`config.mk`:
```
export PLATFORM = sky130hd
export DESIGN_NAME = mc_control_fsm_flat
export DESIGN_NICKNAME = d
export VERILOG_FILES = /design/src/rtl/rv_ctrl_pkg.sv /design/src/rtl/mc_control_fsm_if.sv /design/src/rtl/imm_src_decoder.sv /design/src/rtl/mc_control_fsm.sv /design/src/flat_wrapper.sv
export SDC_FILE = /design/constraint.sdc
export NUM_CORES = 1
export LEC_CHECK = 0
export ABC_AREA = 1
export BUFFER_PORTS_ARGS = -buffer_cell sky130_fd_sc_hd__buf_4
export CORE_MARGIN = 2
export CORE_UTILIZATION = 49
export DETAILED_ROUTE_END_ITERATION = 7
export GPL_TIMING_DRIVEN = 0
export PLACE_DENSITY = 0.76
export SETUP_SLACK_MARGIN = 0.2
export SYNTH_ARGS = -nofsm -noshare
export SYNTH_HDL_FRONTEND = slang
export SYNTH_HIERARCHICAL = 1
export SYNTH_SLANG_ARGS = --single-unit
```
`constraint.sdc`:
```
create_clock -name clk -period 1.5 [get_ports clk]
set_clock_uncertainty 0.05 [all_clocks]
set_input_delay 0.075 -clock clk [delete_from_list [all_inputs] [get_ports clk]]
set_output_delay 0.075 -clock clk [all_outputs]
set_load 0.05 [all_outputs]
```
`src/rtl/rv_ctrl_pkg.sv`:
```
// Shared encodings for the RV32I controllers: opcodes, FSM states, mux selects, state decode.
// MC_ILLEGAL_TRAP_EN adds the StTrap state and its decode.
package rv_ctrl_pkg;

    localparam int unsigned OP_W    = 7;
    localparam int unsigned STATE_W = 4;

    typedef logic [OP_W-1:0] opcode_t;

    localparam opcode_t OP_LW     = 7'b0000011;
    localparam opcode_t OP_SW     = 7'b0100011;
    localparam opcode_t OP_RTYPE  = 7'b0110011;
    localparam opcode_t OP_ITYPE  = 7'b0010011;
    localparam opcode_t OP_BRANCH = 7'b1100011;
    localparam opcode_t OP_JAL    = 7'b1101111;

    typedef enum logic [STATE_W-1:0] {
        StFetch    = 4'd0,
        StDecode   = 4'd1,
        StMemAdr   = 4'd2,
        StMemRead  = 4'd3,
        StMemWb    = 4'd4,
        StMemWrite = 4'd5,
        StExecR    = 4'd6,
        StExecI    = 4'd7,
        StAluWb    = 4'd8,
        StBranch   = 4'd9,
`ifdef MC_ILLEGAL_TRAP_EN
        StJal      = 4'd10,
        StTrap     = 4'd11
`else
        StJal      = 4'd10
`endif
    } ctrl_state_e;

`ifdef MC_ILLEGAL_TRAP_EN
    localparam ctrl_state_e StLast = StTrap;
`else
    localparam ctrl_state_e StLast = StJal;
`endif

    typedef enum logic [1:0] {AluOpAdd = 2'b00, AluOpSub = 2'b01, AluOpFunct = 2'b10} alu_op_e;
    typedef enum logic [1:0] {ImmI = 2'b00, ImmS = 2'b01, ImmB = 2'b10, ImmJ = 2'b11} imm_src_e;
    typedef enum logic [1:0] {
        ResAluOut = 2'b00, ResData = 2'b01, ResAluResult = 2'b10
    } result_src_e;
    typedef enum logic [1:0] {SrcAPc = 2'b00, SrcAOldPc = 2'b01, SrcARd1 = 2'b10} alu_src_a_e;
    typedef enum logic [1:0] {SrcBRd2 = 2'b00, SrcBImm = 2'b01, SrcBFour = 2'b10} alu_src_b_e;

    // Moore part of the outputs; the pcw_*/irw_* flags say which condition gates each enable.
    typedef struct packed {
        logic        adr_src;
        logic        mem_write;
        logic        reg_write;
        logic        pcw_uncond;
        logic        pcw_on_ready;
        logic        pcw_on_branch;
        logic        irw_on_ready;
        logic        illegal;
        result_src_e result_src;
        alu_src_a_e  alu_src_a;
        alu_src_b_e  alu_src_b;
        alu_op_e     alu_op;
    } ctrl_dec_t;

    function automatic ctrl_dec_t state_decode(ctrl_state_e s);
        ctrl_dec_t d;
        d = '0;
        case (s)
            StFetch: begin
                d.alu_src_b    = SrcBFour;
                d.result_src   = ResAluResult;
                d.pcw_on_ready = 1'b1;
                d.irw_on_ready = 1'b1;
            end
            StDecode: begin
                d.alu_src_a = SrcAOldPc;
                d.alu_src_b = SrcBImm;
            end
            StMemAdr: begin
                d.alu_src_a = SrcARd1;
                d.alu_src_b = SrcBImm;
            end
            StMemRead:  d.adr_src = 1'b1;
            StMemWb: begin
                d.result_src = ResData;
                d.reg_write  = 1'b1;
            end
            StMemWrite: begin
                d.adr_src   = 1'b1;
                d.mem_write = 1'b1;
            end
            StExecR: begin
                d.alu_src_a = SrcARd1;
                d.alu_op    = AluOpFunct;
            end
            StExecI: begin
                d.alu_src_a = SrcARd1;
                d.alu_src_b = SrcBImm;
                d.alu_op    = AluOpFunct;
            end
            StAluWb:    d.reg_write = 1'b1;
            StBranch: begin
                d.alu_src_a     = SrcARd1;
                d.alu_op        = AluOpSub;
                d.pcw_on_branch = 1'b1;
            end
            StJal: begin
                d.alu_src_a  = SrcAOldPc;
                d.alu_src_b  = SrcBFour;
                d.pcw_uncond = 1'b1;
            end
`ifdef MC_ILLEGAL_TRAP_EN
            StTrap:     d.illegal = 1'b1;
`endif
            default: ;
        endcase
        return d;
    endfunction

endpackage

```
`src/rtl/mc_control_fsm_if.sv`:
```
// Controller <-> datapath bundle: master is the controller, slave is the datapath.
// MC_ILLEGAL_TRAP_EN adds illegal_instr.
interface mc_control_fsm_if;
    import rv_ctrl_pkg::*;

    opcode_t    op;
    logic [2:0] funct3;
    logic       Zero;
    logic       mem_ready;

    logic       PCWrite;
    logic       AdrSrc;
    logic       MemWrite;
    logic       IRWrite;
    logic       RegWrite;
    logic [1:0] ResultSrc;
    logic [1:0] ALUSrcA;
    logic [1:0] ALUSrcB;
    logic [1:0] ImmSrc;
    logic [1:0] ALUOp;
`ifdef MC_ILLEGAL_TRAP_EN
    logic       illegal_instr;
`endif

    modport master (
        input  op, funct3, Zero, mem_ready,
        output PCWrite, AdrSrc, MemWrite, IRWrite, RegWrite,
        output ResultSrc, ALUSrcA, ALUSrcB, ImmSrc, ALUOp
`ifdef MC_ILLEGAL_TRAP_EN
        , output illegal_instr
`endif
    );

    modport slave (
        output op, funct3, Zero, mem_ready,
        input  PCWrite, AdrSrc, MemWrite, IRWrite, RegWrite,
        input  ResultSrc, ALUSrcA, ALUSrcB, ImmSrc, ALUOp
`ifdef MC_ILLEGAL_TRAP_EN
        , input illegal_instr
`endif
    );

endinterface

```
`src/rtl/imm_src_decoder.sv`:
```
// Opcode -> immediate format select; purely combinational, shared with the single-cycle core.
module imm_src_decoder
    import rv_ctrl_pkg::*;
(
    input  opcode_t  i_op,
    output imm_src_e o_imm_src
);

    always_comb begin
        o_imm_src = ImmI;
        case (i_op)
            OP_SW:     o_imm_src = ImmS;
            OP_BRANCH: o_imm_src = ImmB;
            OP_JAL:    o_imm_src = ImmJ;
            default:   o_imm_src = ImmI;
        endcase
    end

endmodule

```
`src/rtl/mc_control_fsm.sv`:
```
// Multicycle RV32I main controller: phase sequencing, mux selects, enables and ALUOp.
// MC_ILLEGAL_TRAP_EN: unrecognised opcodes lock the FSM in StTrap with illegal_instr set.
module mc_control_fsm
    import rv_ctrl_pkg::*;
(
    input  logic               clk,
    input  logic               reset,
    mc_control_fsm_if.master   bus
);

    ctrl_state_e r_state;
    ctrl_state_e w_state_next;
    ctrl_dec_t   r_dec;
    ctrl_dec_t   w_dec;
    logic        w_en;
    imm_src_e    w_imm_src;

    always_comb begin
        w_state_next = StFetch;
        case (r_state)
            StFetch:    w_state_next = bus.mem_ready ? StDecode : StFetch;
            StDecode: begin
                case (bus.op)
                    OP_LW, OP_SW: w_state_next = StMemAdr;
                    OP_RTYPE:     w_state_next = StExecR;
                    OP_ITYPE:     w_state_next = StExecI;
                    OP_BRANCH:    w_state_next = StBranch;
                    OP_JAL:       w_state_next = StJal;
`ifdef MC_ILLEGAL_TRAP_EN
                    default:      w_state_next = StTrap;
`else
                    default:      w_state_next = StFetch;
`endif
                endcase
            end
            StMemAdr:   w_state_next = (bus.op == OP_LW) ? StMemRead : StMemWrite;
            StMemRead:  w_state_next = bus.mem_ready ? StMemWb : StMemRead;
            StMemWb:    w_state_next = StFetch;
            StMemWrite: w_state_next = bus.mem_ready ? StFetch : StMemWrite;
            StExecR:    w_state_next = StAluWb;
            StExecI:    w_state_next = StAluWb;
            StAluWb:    w_state_next = StFetch;
            StBranch:   w_state_next = StFetch;
            StJal:      w_state_next = StAluWb;
`ifdef MC_ILLEGAL_TRAP_EN
            StTrap:     w_state_next = StTrap;
`endif
            default:    w_state_next = StFetch;
        endcase
    end

    // Decode is registered with the state so outputs never see a decode path from r_state.
    always_ff @(posedge clk) begin
        if (reset) begin
            r_state <= StFetch;
            r_dec   <= state_decode(StFetch);
        end else begin
            r_state <= w_state_next;
            r_dec   <= state_decode(w_state_next);
        end
    end

    // Reset or a corrupted state encoding shows FETCH selects with every enable killed.
    assign w_en  = !reset && (r_state <= StLast);
    assign w_dec = w_en ? r_dec : state_decode(StFetch);

    imm_src_decoder u_imm_src_decoder (
        .i_op      (bus.op),
        .o_imm_src (w_imm_src)
    );

    assign bus.PCWrite   = w_en && (w_dec.pcw_uncond
                                 || (w_dec.pcw_on_ready && bus.mem_ready)
                                 || (w_dec.pcw_on_branch && (bus.Zero ^ bus.funct3[0])));
    assign bus.IRWrite   = w_en && w_dec.irw_on_ready && bus.mem_ready;
    assign bus.MemWrite  = w_en && w_dec.mem_write;
    assign bus.RegWrite  = w_en && w_dec.reg_write;
    assign bus.AdrSrc    = w_dec.adr_src;
    assign bus.ResultSrc = w_dec.result_src;
    assign bus.ALUSrcA   = w_dec.alu_src_a;
    assign bus.ALUSrcB   = w_dec.alu_src_b;
    assign bus.ALUOp     = w_dec.alu_op;
    assign bus.ImmSrc    = w_imm_src;
`ifdef MC_ILLEGAL_TRAP_EN
    assign bus.illegal_instr = w_en && w_dec.illegal;
`endif

endmodule
```
`src/flat_wrapper.sv`:
```
// flat-port wrapper written by rule: the top's interface ports become plain ports
module mc_control_fsm_flat import rv_ctrl_pkg::*;
  (clk, reset, bus_op, bus_funct3, bus_Zero, bus_mem_ready, bus_PCWrite, bus_AdrSrc, bus_MemWrite, bus_IRWrite, bus_RegWrite, bus_ResultSrc, bus_ALUSrcA, bus_ALUSrcB, bus_ImmSrc, bus_ALUOp);
  mc_control_fsm_if bus_i ();
  input  logic clk;
  input  logic reset;
  input wire logic [$bits(bus_i.op)-1:0] bus_op;
  input wire logic [$bits(bus_i.funct3)-1:0] bus_funct3;
  input wire logic [$bits(bus_i.Zero)-1:0] bus_Zero;
  input wire logic [$bits(bus_i.mem_ready)-1:0] bus_mem_ready;
  output wire logic [$bits(bus_i.PCWrite)-1:0] bus_PCWrite;
  output wire logic [$bits(bus_i.AdrSrc)-1:0] bus_AdrSrc;
  output wire logic [$bits(bus_i.MemWrite)-1:0] bus_MemWrite;
  output wire logic [$bits(bus_i.IRWrite)-1:0] bus_IRWrite;
  output wire logic [$bits(bus_i.RegWrite)-1:0] bus_RegWrite;
  output wire logic [$bits(bus_i.ResultSrc)-1:0] bus_ResultSrc;
  output wire logic [$bits(bus_i.ALUSrcA)-1:0] bus_ALUSrcA;
  output wire logic [$bits(bus_i.ALUSrcB)-1:0] bus_ALUSrcB;
  output wire logic [$bits(bus_i.ImmSrc)-1:0] bus_ImmSrc;
  output wire logic [$bits(bus_i.ALUOp)-1:0] bus_ALUOp;
  assign bus_i.op = bus_op;
  assign bus_i.funct3 = bus_funct3;
  assign bus_i.Zero = bus_Zero;
  assign bus_i.mem_ready = bus_mem_ready;
  assign bus_PCWrite = bus_i.PCWrite;
  assign bus_AdrSrc = bus_i.AdrSrc;
  assign bus_MemWrite = bus_i.MemWrite;
  assign bus_IRWrite = bus_i.IRWrite;
  assign bus_RegWrite = bus_i.RegWrite;
  assign bus_ResultSrc = bus_i.ResultSrc;
  assign bus_ALUSrcA = bus_i.ALUSrcA;
  assign bus_ALUSrcB = bus_i.ALUSrcB;
  assign bus_ImmSrc = bus_i.ImmSrc;
  assign bus_ALUOp = bus_i.ALUOp;
  mc_control_fsm u_core (.clk(clk), .reset(reset), .bus(bus_i));
endmodule
```
Word level (Yosys, flattened, before mapping)
Cells that the tools add are included.
Storage, ports and cells
  bits in registers: 18
  bits of input ports: 14
  output and inout port bits: 15
Operators by class
  $lt $le $gt $ge: 1
  equality and inequality tests: 23
  multiplexer cells: 18
  bitwise gates (word level): 1
  reductions and logical operators: 22
Operators by type and width (number)
  $eq A4 B3 Y1 const B: 7
  $pmux W4 S6: 1
  $pmux W4 S5: 1
  $eq A4 B2 Y1 const B: 4
  $eq A4 B4 Y1 const B: 4
  $mux W16: 1
  $pmux W2 S2: 4
  $eq A7 B6 Y1 const B: 2
  $eq A7 B7 Y1 const B: 2
  $reduce_or A2 Y1: 6
  $mux W3: 3
  $eq A4 B1 Y1 const B: 2
  $logic_and A1 B1 Y1: 8
  $logic_not A4 Y1: 2
  $eq A7 B2 Y1 const B: 1
  $eq A7 B5 Y1 const B: 1
  $mux W1: 7
  $pmux W2 S3: 1
  $reduce_or A3 Y1: 2
  $le A4 B4 Y1 const B: 1
  $reduce_or A4 Y1: 1
  $logic_or A1 B1 Y1: 2
  $logic_not A1 Y1: 1
  $xor A1 B1 Y1: 1

Longest topological paths before layout
  depth in word-level cells: 7
  mapped depth: 11
  mapped depth without buffers: 11

By module
Netlist, hierarchy kept.
By module, submodules not included
  mc_control_fsm: instances 1, cells each 151, area each 957.2 µm², sequential area each 320.3 µm²
  imm_src_decoder: instances 1, cells each 17, area each 68.8 µm², sequential area each 0.0 µm²

Worst setup path after synthesis
Ideal clock, no wire load.
  kind: reg-to-output
  start point: register u_core.r_state[1]
  end point: output bus_ALUOp[0]
  arrival: 1.475 ns
  setup slack: -0.100 ns
  stages on the path, launching flop included: 7
  path buffers: 1
  cell sequence: dfxtp_1 > nand2_1 > nand2_1 > a21oi_1 > inv_1 > buf_2 > nor2_1
On the way
  longest elaborated chain between the ends: 3
Ends and longest elaborated chain
  from (decl): line mc_control_fsm.sv:11  | ctrl_state_e r_state;
  from (signal assigned): line mc_control_fsm.sv:55  | r_state <= StFetch;
  from (signal assigned): line mc_control_fsm.sv:58  | r_state <= w_state_next;
  $le A4 B4 Y1: line mc_control_fsm.sv:64  | assign w_en = !reset && (r_state <= StLast);
  $logic_and A1 B1 Y1: line mc_control_fsm.sv:64
  $mux W16: line mc_control_fsm.sv:65  | assign w_dec = w_en ? r_dec : state_decode(StFetch);
  to (decl): line flat_wrapper.sv:20  | output wire logic [$bits(bus_i.ALUOp)-1:0] bus_ALUOp;
No other way between the ends.

Worst setup path after layout
  start point: register u_core.r_state[0]
  end point: output bus_IRWrite
On the way
  longest elaborated chain between the ends: 5
Ends and longest elaborated chain
  $le A4 B4 Y1 *: line mc_control_fsm.sv:64
  $logic_and A1 B1 Y1 *: line mc_control_fsm.sv:64
  $mux W16: line mc_control_fsm.sv:65
  $logic_and A1 B1 Y1 * (2 in series): line mc_control_fsm.sv:75  | assign bus.IRWrite = w_en && w_dec.irw_on_ready && bus.mem_ready;
  to (decl): line flat_wrapper.sv:14  | output wire logic [$bits(bus_i.IRWrite)-1:0] bus_IRWrite;
Every way passes the cells marked *; elsewhere a longest branch is shown, timed or not.

==> impl_metrics.yaml <==
status:
  outcome: "finished with violations"
  failed_checks: "negative setup slack"
place:
  place_ws_ns: 0.0390
  gp_congestion: 0.847
  place_area_um2: 1280
  io_buffers: 25
  dp_hpwl_mm: 1.92
power:
  peakVddDrop_v: 0.000484
  power.density_nw_per_um2: 566
  p_switching_w: 0.000277
  clkPwrFrac_pct: 29.8
  total_power_w: 0.000937
  p_seq_share_pct: 46.5
  power.internal_w: 0.000660
  pwr-share-comb_pct: 23.7
  p_leak_nw: 0.775
  netSwitchingFraction_pct: 29.6
hold_path:
  worst_hold_path.num_cells: 4
  hold_path_class: "input port to flip-flop"
  min_from: "bus_op[6]"
  min_to: "u_core/r_dec[1]"
sta:
  rsz0062_at_grt: "yes"
  whs_ns: 0.128
  setup_tns_ns: -1.00
  tightest_slew_ns: 0.501
  slew_headroom_pct: 66.6
  hold_viol: 0
  timing.fmax_mhz: 626
  finalWorstSetupSlack_ns: -0.0984
  setup_violations: 16
  drv_slew: 0
  period_minus_slack_ns: 1.60
  min_period_over_period_pct: 107
finish:
  fillers: 107
  final_nets: 221
  area_growth_pct: 61.2
  diodes: 0
  design_area_um2: 1650
  drive_gt1_share_pct: 50.5
critical_path:
  setup.worst_path.class: "flip-flop to primary output"
  end_kind: "primary output"
  r2r_cells: 9
  worst_ep_arrival_time_ns: 1.47
  worstPathCellList: "nand2_4, nand2_2, a21oi_2, inv_2, buf_6, nor2_2, buf_6"
  critical_path.max_fanout: 5
  r2r_end: "u_core/r_dec[2]"
  cpPeakStageDelay_ns: 0.36
  required_ns: 1.37
  worst_path_max_delay_cell: "dfxtp_4"
  reg2reg_from: "u_core/r_state[2]"
  crit_path_frequent_cell: "buf_6"
  cp-start-kind: "flip-flop"
  timing.reg2reg.setup_slack_ns: -0.04
clocking:
  cts-root-buf: "clkbuf_4"
  clk_latency_ns: 0.29
  clock_path_buffers: 2
  cts_tree: "done"
  clkSlewWorstSetupHoldPaths_ns: 0.09
  clock_sinks: 16
  numCtsBuffers: 3
  ctsHtreeMaxLevel: 1
grt:
  antenna_found_initial: 0
  grt_overflow: 0
  grt_pass1_wl_mm: 4.76
  grt_max_degree: 10
  track_usage_pct: 25.2
  grt_pass1_vias: 1077
route:
  post_drt_wl_per_cell_um: 14.9
  first_pass_iters: 4
  wirelength_mm: 3.46
  antenna_left: 0
  highest_layer: "met4"
  via_per_inst: 5.22
  drc: 0
  wl_met3_um: 159
  met1_length_mm: 1.33
  drt_iter0_markers: 38
  dr_total_vias: 1216
  dr_wl_met2_mm: 1.85
synthesis:
  synthArstFlopShare_pct: 0
  synth_edf_count: 0
  syn_area_um2: 1030
  syn-num-nets: 182
  synth_seq_cells: 16
  synthCells: 168
  synthFlopType: "dfxtp_1"
  yosys_warnings: 6
  syn_avg_cell_area_um2: 6.11
  synthDistinctLibCells: 23
  ys_seq_area_share_pct: 31.2
floorplan:
  ioPinCount: 29
  design.core.area_um2: 1960
  rows: 16
  die-width_um: 49.8
  die_h_um: 49.8
  die_area_um2: 2480
  initial_core_util_pct: 52.3
run:
  drv_cap: 0
-- flip-flops by register name, indices dropped and copies added (netlist names) --
| name | count |
|---|---|
| u_core/r_dec | 12 |
| u_core/r_state | 4 |
-- per-layer routing --
layer | GRT usage [%] | vias to the layer above
met4 | 5.09 | 0
met3 | 4.85 | 17
li1 | - | 581
met5 | 0 | -
met1 | 29.6 | 573
met2 | 46.9 | 45
-- what timing repair did --
item,4_1_cts,5_1_grt
setup endpoints to repair,24,26
pin swaps,2,10
hold buffers,0,0
gates resized for setup,41,34
setup buffers,5,3
gates cloned,1,0
-- area by class of cell --
cell class | count | area (um^2) | share of cell area [%]
flip-flops and latches | 16 | 333 | 20.1
inverters | 34 | 135 | 8.17
multi-input cells | 116 | 774 | 46.8
well taps | 27 | 33.8 | 2.04
clock buffers | 4 | 36.3 | 2.19
plain buffers | 2 | 15.0 | 0.908
repair buffers | 34 | 327 | 19.7
-- synthesized netlist by cell type, types with 2 or more instances --
| master | n | area share [%] |
|---|---|---|
| or2_2 | 2 | 1.2 |
| o21ai_0 | 2 | 0.98 |
| nand2_1 | 38 | 14 |
| a21oi_1 | 5 | 2.4 |
| nor2_2 | 3 | 1.8 |
| nand2_2 | 5 | 3.0 |
| nor2_1 | 31 | 11 |
| nor2_4 | 4 | 4.4 |
| nand3_1 | 16 | 7.8 |
| dfxtp_1 | 16 | 31 |
| inv_2 | 6 | 2.2 |
| inv_1 | 28 | 10 |
| nand3_2 | 2 | 2.0 |
-- power by group through the flow --
| stage | clock [W] | sequential, W | combinational [W] |
|---|---|---|---|
| detailed placement | 0 | 0.000449 | 0.000171 |
| global placement | 0 | 0.000449 | 0.000166 |
| floorplan | 0 | 0.000448 | 0.000113 |
| CTS | 0.000287 | 0.000436 | 0.000199 |
| global route | 0.000304 | 0.000436 | 0.000236 |
| finish | 0.000279 | 0.000436 | 0.000222 |
-- worst max path at each step --
stage	startpoint	end	cells after the start
floorplan	u_core/r_state[1]	bus_ALUOp[0]	6
global placement	u_core/r_state[1]	bus_RegWrite	7
detailed placement	u_core/r_state[1]	bus_RegWrite	7
CTS	u_core/r_state[0]	bus_ALUOp[1]	7
global route	u_core/r_state[0]	bus_AdrSrc	7
finish	u_core/r_state[0]	bus_IRWrite	7
-- kinds of logic (layout without fill, tap and decap cells) --
group | count (synthesis) | after routing | share of synthesized area, %
AND/OR/NAND/NOR | 105 | 105 | 48.7
flip-flops | 16 | 16 | 31.2
buffers and inverters | 36 | 74 | 13.3
AO/OA/AOI/OAI | 11 | 11 | 6.83
-- worst max-delay path: cells and delay by family, from the launching register on --
family / cells / cell delay [ns]
compound gates: 1 / 0.15
buf+inv: 3 / 0.44
flops: 1 / 0.36
simple gates: 3 / 0.23
-- metrics by stage --
step,utilization [%],cells
finish,84.3,233
global route,84.3,233
CTS,76.0,230
detailed placement,65.1,220
global placement,65.1,220
floorplan,-,168
-- cells in the final DEF (no fill, tap or decap), types with 6 or more instances in the layout --
cell	instances
nor2_1	17
nand2_1	31
buf_6	14
buf_4	18
nor2_4	12
nand3_1	9
nor2_2	9
dfxtp_1	12
inv_1	25
inv_2	6
nand2_2	9
nand3_2	7
Power figures use the tool's default switching activity.
